===== config.mk =====
export PLATFORM = sky130hd
export DESIGN_NAME = jk_reg_bank
export DESIGN_NICKNAME = d
export VERILOG_FILES = /design/src/rtl/jk_reg_bank.sv
export SDC_FILE = /design/constraint.sdc
export NUM_CORES = 1
export LEC_CHECK = 0
export CAP_MARGIN = 40
export CORE_ASPECT_RATIO = 1.25
export CORE_MARGIN = 1.5
export CORE_UTILIZATION = 30
export DETAILED_ROUTE_END_ITERATION = 8
export DONT_BUFFER_PORTS = 1
export SLEW_MARGIN = 40
export SYNTH_ARGS = -nofsm -noshare
export SYNTH_HDL_FRONTEND = slang
export SYNTH_SLANG_ARGS = --single-unit

===== constraint.sdc =====
create_clock -name clk -period 2.07 [get_ports clk]
set_clock_uncertainty 0.2 [all_clocks]
set_input_delay 0.414 -clock clk [delete_from_list [all_inputs] [get_ports clk]]
set_output_delay 0.414 -clock clk [all_outputs]
set_load 0.05 [all_outputs]

===== src/rtl/jk_reg_bank.sv =====
// Bank of WIDTH JK flip-flops with clock enable and async reset.
// Extra modes: up-count, down-count and parallel load.
module jk_reg_bank #(
    parameter int unsigned      WIDTH     = 8,
    parameter logic [WIDTH-1:0] RESET_VAL = {WIDTH{1'b0}}
) (
    input  logic             clk,
    input  logic             rst,
    input  logic             en,
    input  logic [1:0]       mode,
    input  logic [WIDTH-1:0] J,
    input  logic [WIDTH-1:0] K,
    output logic [WIDTH-1:0] state,
    output logic [WIDTH-1:0] reState,
    output logic             tc,
    output logic             changed
);

    logic [WIDTH-1:0] state_q, state_d;
    logic             changed_q;
    logic             carry;

    // Count modes use the JK toggle rule: a bit toggles when all lower bits are 1 (up) or 0 (down).
    always_comb begin
        state_d = state_q;
        carry   = 1'b1;
        if (en) begin
            unique case (mode)
                2'b00: begin
                    for (int i = 0; i < WIDTH; i++) begin
                        unique case ({J[i], K[i]})
                            2'b00: state_d[i] = state_q[i];
                            2'b10: state_d[i] = 1'b1;
                            2'b01: state_d[i] = 1'b0;
                            default: state_d[i] = ~state_q[i];
                        endcase
                    end
                end
                2'b01: begin
                    for (int i = 0; i < WIDTH; i++) begin
                        state_d[i] = state_q[i] ^ carry;
                        carry      = carry & state_q[i];
                    end
                end
                2'b10: begin
                    for (int i = 0; i < WIDTH; i++) begin
                        state_d[i] = state_q[i] ^ carry;
                        carry      = carry & ~state_q[i];
                    end
                end
                default: state_d = J;
            endcase
        end
    end

    always_ff @(posedge clk or posedge rst) begin
        if (rst) begin
            state_q   <= RESET_VAL;
            changed_q <= 1'b0;
        end else begin
            state_q   <= state_d;
            changed_q <= (state_d != state_q);
        end
    end

    assign state   = state_q;
    assign reState = ~state_q;
    assign changed = changed_q;
    assign tc      = en & (((mode == 2'b01) & (&state_q)) | ((mode == 2'b10) & ~(|state_q)));

endmodule


; ---- Word level (Yosys, flattened, before mapping)
; Index checks and enable logic that the tools add are counted.
[totals]
output_inout_bits = 18
reg_bits = 9
inputBits = 21
word_cells = 82
[op_classes]
bitwise_logic = 40
eq_ne = 19
reduce_logical = 11
mux = 10
[op_table]
columns = operator, n
row1 = 1-bit case mux with 3 select lines, 8
row2 = 8-bit case mux with 3 select lines, 1
row3 = "2-bit by 1-bit == test with 1-bit output, second input constant", 9
row4 = "2-bit == test, second input constant", 9
row5 = 2-bit logical NOT, 9
row6 = 1-bit bitwise AND, 15
row7 = 1-bit XOR, 14
row8 = 1-bit inverter, 9
row9 = 8-bit 2-to-1 mux, 1
row10 = 8-bit inequality test, 1
row11 = 8-bit inverter, 1
row12 = 8-bit AND reduction, 1
row13 = 8-bit OR reduction, 1
row14 = 1-bit bitwise OR, 1

; ---- Depth between registers and ports, before layout
[depth]
word_depth = 11
mapped_depth = 9
mapped_depth_nobuf = 8

; ---- Worst setup path after synthesis
; Ideal clock, no wire load.
[synth_timing]
kind = reg2out
start = register state_q[2] (netlist: state[2])
end = output port tc
path_stages_with_launch = 6
path_slack_ns = -0.760
arrival_time_ns = 2.216
t_required_ns = 1.456
path_buffers = 1
cell_sequence = dfrtp_1 -> clkbuf_1 -> inv_1 -> or4_1 -> o21ai_0 -> and2_1
[synth_via]
elab_chain_len = 5
word_cells_on_any_way = 7
classes_between = bitwise: 5 / reduce/logical: 2
[synth_lines]
columns = item, line_no
row1 = "start, declared", 19  ; logic [WIDTH-1:0] state_q, state_d;
row2 = "start signal, assigned", 61  ; state_q <= state_d;
row3 = 8-bit OR reduction, 69  ; assign tc = en & (((mode == 2'b01) & (&state_q)) | ((mode == 2'b10) & ~(|state_q)));
row4 = 1-bit inverter, 69
row5 = 1-bit bitwise AND, 69
row6 = 1-bit bitwise OR (*), 69
row7 = 1-bit bitwise AND (*), 69
row8 = "end, declared", 15  ; output logic tc,
; Mark *: on every way between the ends. The rest lies on a longest branch, timed or not.

; ---- Worst setup path in the final report
; Same ends and word-level chain as after synthesis.

==> results by group <==
Drt
  – Total wire length: 3.867 mm
  – Starting DRT DRC Count: 103
  – Top Metal Used: met4
  – Avg WL per Cell: 14.65 microns
  – Metal3 WL: 212 microns
  – Drt pass-1 iters: 4
  – Via count: 1408
  – M1 wire length: 1.675 mm
  – Metal2 WL: 1.874 mm
  – Drt via density: 5.333
  – DRC Markers: 0
  – Post-DRT Antenna Nets: 0

Yosys
  – Seq cells post-synth: 9
  – Yosys warnings: 0
  – Mapped Cells: 177
  – EDFF count, synth: 0
  – Asr flop ratio synth: 1.000
  – Top_reg_cell synth: dfrtp_1
  – Register area share after synthesis: 0.1848
  – Cell Area, Synth: 1219 sq um
  – Post-Syn Nets: 202
  – Post-Syn Area per Cell: 6.885 sq um
  – Yosys cell types: 48

Critical path
  – R2R depth: 8
  – Crit path to: tc
  – Slowest stage delay, CP: 0.54 ns
  – WP data arrival: 1.77 ns
  – CP max FO: 2
  – Crit. End Element: output pin
  – Worst Path Required: 1.46 ns
  – FF-to-FF Start: state[2]
  – Critical Path Source Type: flip-flop
  – Worst setup path class: reg2out
  – Worst path slowest cell: or4b_4
  – Crit path launch: state[2]
  – Flop2flop setup slack: -0.22 ns
  – Reg-to-Reg End: state[6]
  – Worst path cell trace: or4b_4 > nand4b_1 > o21ai_1 > and2_4

Clock network
  – Reg clk slew, reported paths: 0.05 ns
  – CTS Root Buffer Type: clkbuf_8
  – CTS tree: yes
  – CTS H-tree depth: 1
  – Num CTS Buffers: 3
  – CTS sink count: 9
  – Clk_lat worst skew: 0.24 ns
  – Clk buf depth: 2

Placement
  – DP Area: 1538 sq um
  – GP Congestion: 0.8464
  – Detailed placement HPWL: 3.012 mm
  – I/O Buffers: 0

Timing
  – Worst-Margin Slew: 0.5424 ns
  – RSZ-0062 raised after global routing: true
  – Total negative slack: -0.8419 ns
  – Final hold violations: 0
  – Max Clk Rate: 420.3 MHz
  – Setup violations, final: 4
  – Tmin final: 2.379 ns
  – Worst Slack Setup Final: -0.3093 ns
  – Fin crit share: 1.149
  – Rel. slew slack: 0.6338
  – Max-slew violations: 0

Finish
  – Area grow syn2layout: 33.98%
  – N_diodes: 0
  – Share of cells above drive strength 1: 0.3048
  – # nets final: 236
  – Design Area, Final: 1633 sq um

GRT
  – Global Route Usage Sum: 0.1872
  – Largest net degree at the start of global routing: 32
  – GRT overflow: 0
  – Number of global-route vias before repair: 1405
  – Initial antenna violation count: 0
  – First-pass GRT wire length: 6.389 mm

Power
  – Maximum VDD drop: 0.0002694 V
  – Total power: 1.207 mW
  – Leakage: 0.6851 nW
  – PwrDens: 739.3 nW/um^2

Floorplan
  – Die X: 60.01 microns
  – Die Area: 4456 sq um
  – Initial Util: 0.3167
  – Io pins: 39
  – Chip height: 74.26 microns
  – Rows: 25
  – Core area: 3847 sq um

Status
  – Status: finished, violations left
  – Failing checks: setup timing

Worst hold path
  – Worst min path class: in2reg

Flow run
  – Max cap viols: 0
kinds of logic (layout without fill, tap and decap cells):
family	Yosys count	in the layout	synth area share
compound gates	61	61	0.3285
xor+xnor	1	1	0.007188
fa+ha+maj	4	4	0.04107
buf+inv	27	60	0.09034
flops	9	9	0.1848
mux	2	2	0.01950
simple gates	73	73	0.3286
Yosys cell counts, types with 2 or more instances:
master | n | area share
nor2_1 | 11 | 0.034
or2_2 | 3 | 0.015
nor3_1 | 3 | 0.012
clkbuf_1 | 12 | 0.037
o21ai_0 | 19 | 0.078
nand4_1 | 4 | 0.021
a31oi_1 | 4 | 0.021
a21oi_1 | 11 | 0.045
a21o_1 | 3 | 0.018
nand4b_1 | 2 | 0.014
a32o_1 | 4 | 0.033
dfrtp_1 | 9 | 0.18
inv_1 | 12 | 0.037
o2111ai_1 | 2 | 0.014
o22ai_1 | 2 | 0.010
a211o_1 | 2 | 0.014
a211oi_1 | 2 | 0.012
nand3_1 | 9 | 0.037
nand2_1 | 20 | 0.062
o211ai_1 | 3 | 0.018
ha_1 | 4 | 0.041
nor2b_1 | 4 | 0.021
a221oi_1 | 2 | 0.014
nand2b_1 | 6 | 0.031
metrics by stage:
step	setup slack, ns	hold WS [ns]	std cells	util
after detailed placement	-0.3652	0.09287	256	0.3997
final	-0.3093	0.05695	264	0.4244
after global placement	-0.2912	0.09883	256	0.3997
after floorplan	-0.3606	0.04158	177	-
after CTS	-0.3079	0.04843	263	0.4215
after global routing	-0.3804	0.05851	264	0.4244
cell usage in the layout, fill, tap and decap left out, types with 4 or more instances in the layout:
cell type / count
inv_1: 11
nand2_1: 20
nand3_1: 9
dfrtp_1: 4
o21ai_0: 17
nor2b_1: 4
buf_4: 42
ha_1: 4
a32o_1: 4
a21oi_1: 11
dfrtp_2: 5
nand2b_1: 6
nor2_1: 11
nand4_1: 4
a31oi_1: 4
metal layers:
metal,global-route usage,up-vias
met1,0.2373,642
li1,-,715
met2,0.3140,41
met4,0.07407,0
met5,0,-
met3,0.02957,10
worst max-delay path: cells and delay by family, from the launching register on:
| kind | cells | cell delay [ns] |
|---|---|---|
| AOI/OAI and AO/OA | 1 | 0.14 |
| and+or+nand+nor | 3 | 0.99 |
| DFF | 1 | 0.40 |
layout make-up:
class / count / area [sq um]
clock buffers: 3 / 41.29
multi-input cells: 141 / 902.1
repair buffers: 44 / 336.6
fillers: 421 / 2215
well taps: 54 / 67.56
inverters: 12 / 48.80
flip-flops and latches: 9 / 231.5
clock inverters: 1 / 5.005
state kept, by name, indices dropped and copies added (netlist names):
name / flops
changed: 1
state: 8
power breakdown:
part           switching [mW]  internal [mW]  leakage (nW)
Clock                  0.0771          0.132        0.0255
Sequential             0.0360          0.213         0.102
Combinational           0.487          0.263         0.557
Total                   0.600          0.607         0.685
what timing repair did:
| item | 4_1_cts | 5_1_grt |
|---|---|---|
| buffers inserted | 2 | 1 |
| endpoints found under the setup margin | 3 | 4 |
| hold buffers | 1 | 0 |
| endpoints found under the hold margin | 9 | 0 |
| pin swaps | 4 | 7 |
| resized for setup | 3 | 2 |
worst min-delay path by stage:
stage	startpoint	to	slack, ns	depth (start not counted)
after floorplan	rst	changed	0.04	1
after global placement	rst	state[5]	0.1	1
after detailed placement	rst	state[5]	0.09	1
after CTS	en	state[0]	0.05	1
after global routing	en	state[0]	0.06	1
final	en	state[0]	0.06	1
(Power assumes the default switching activity.)
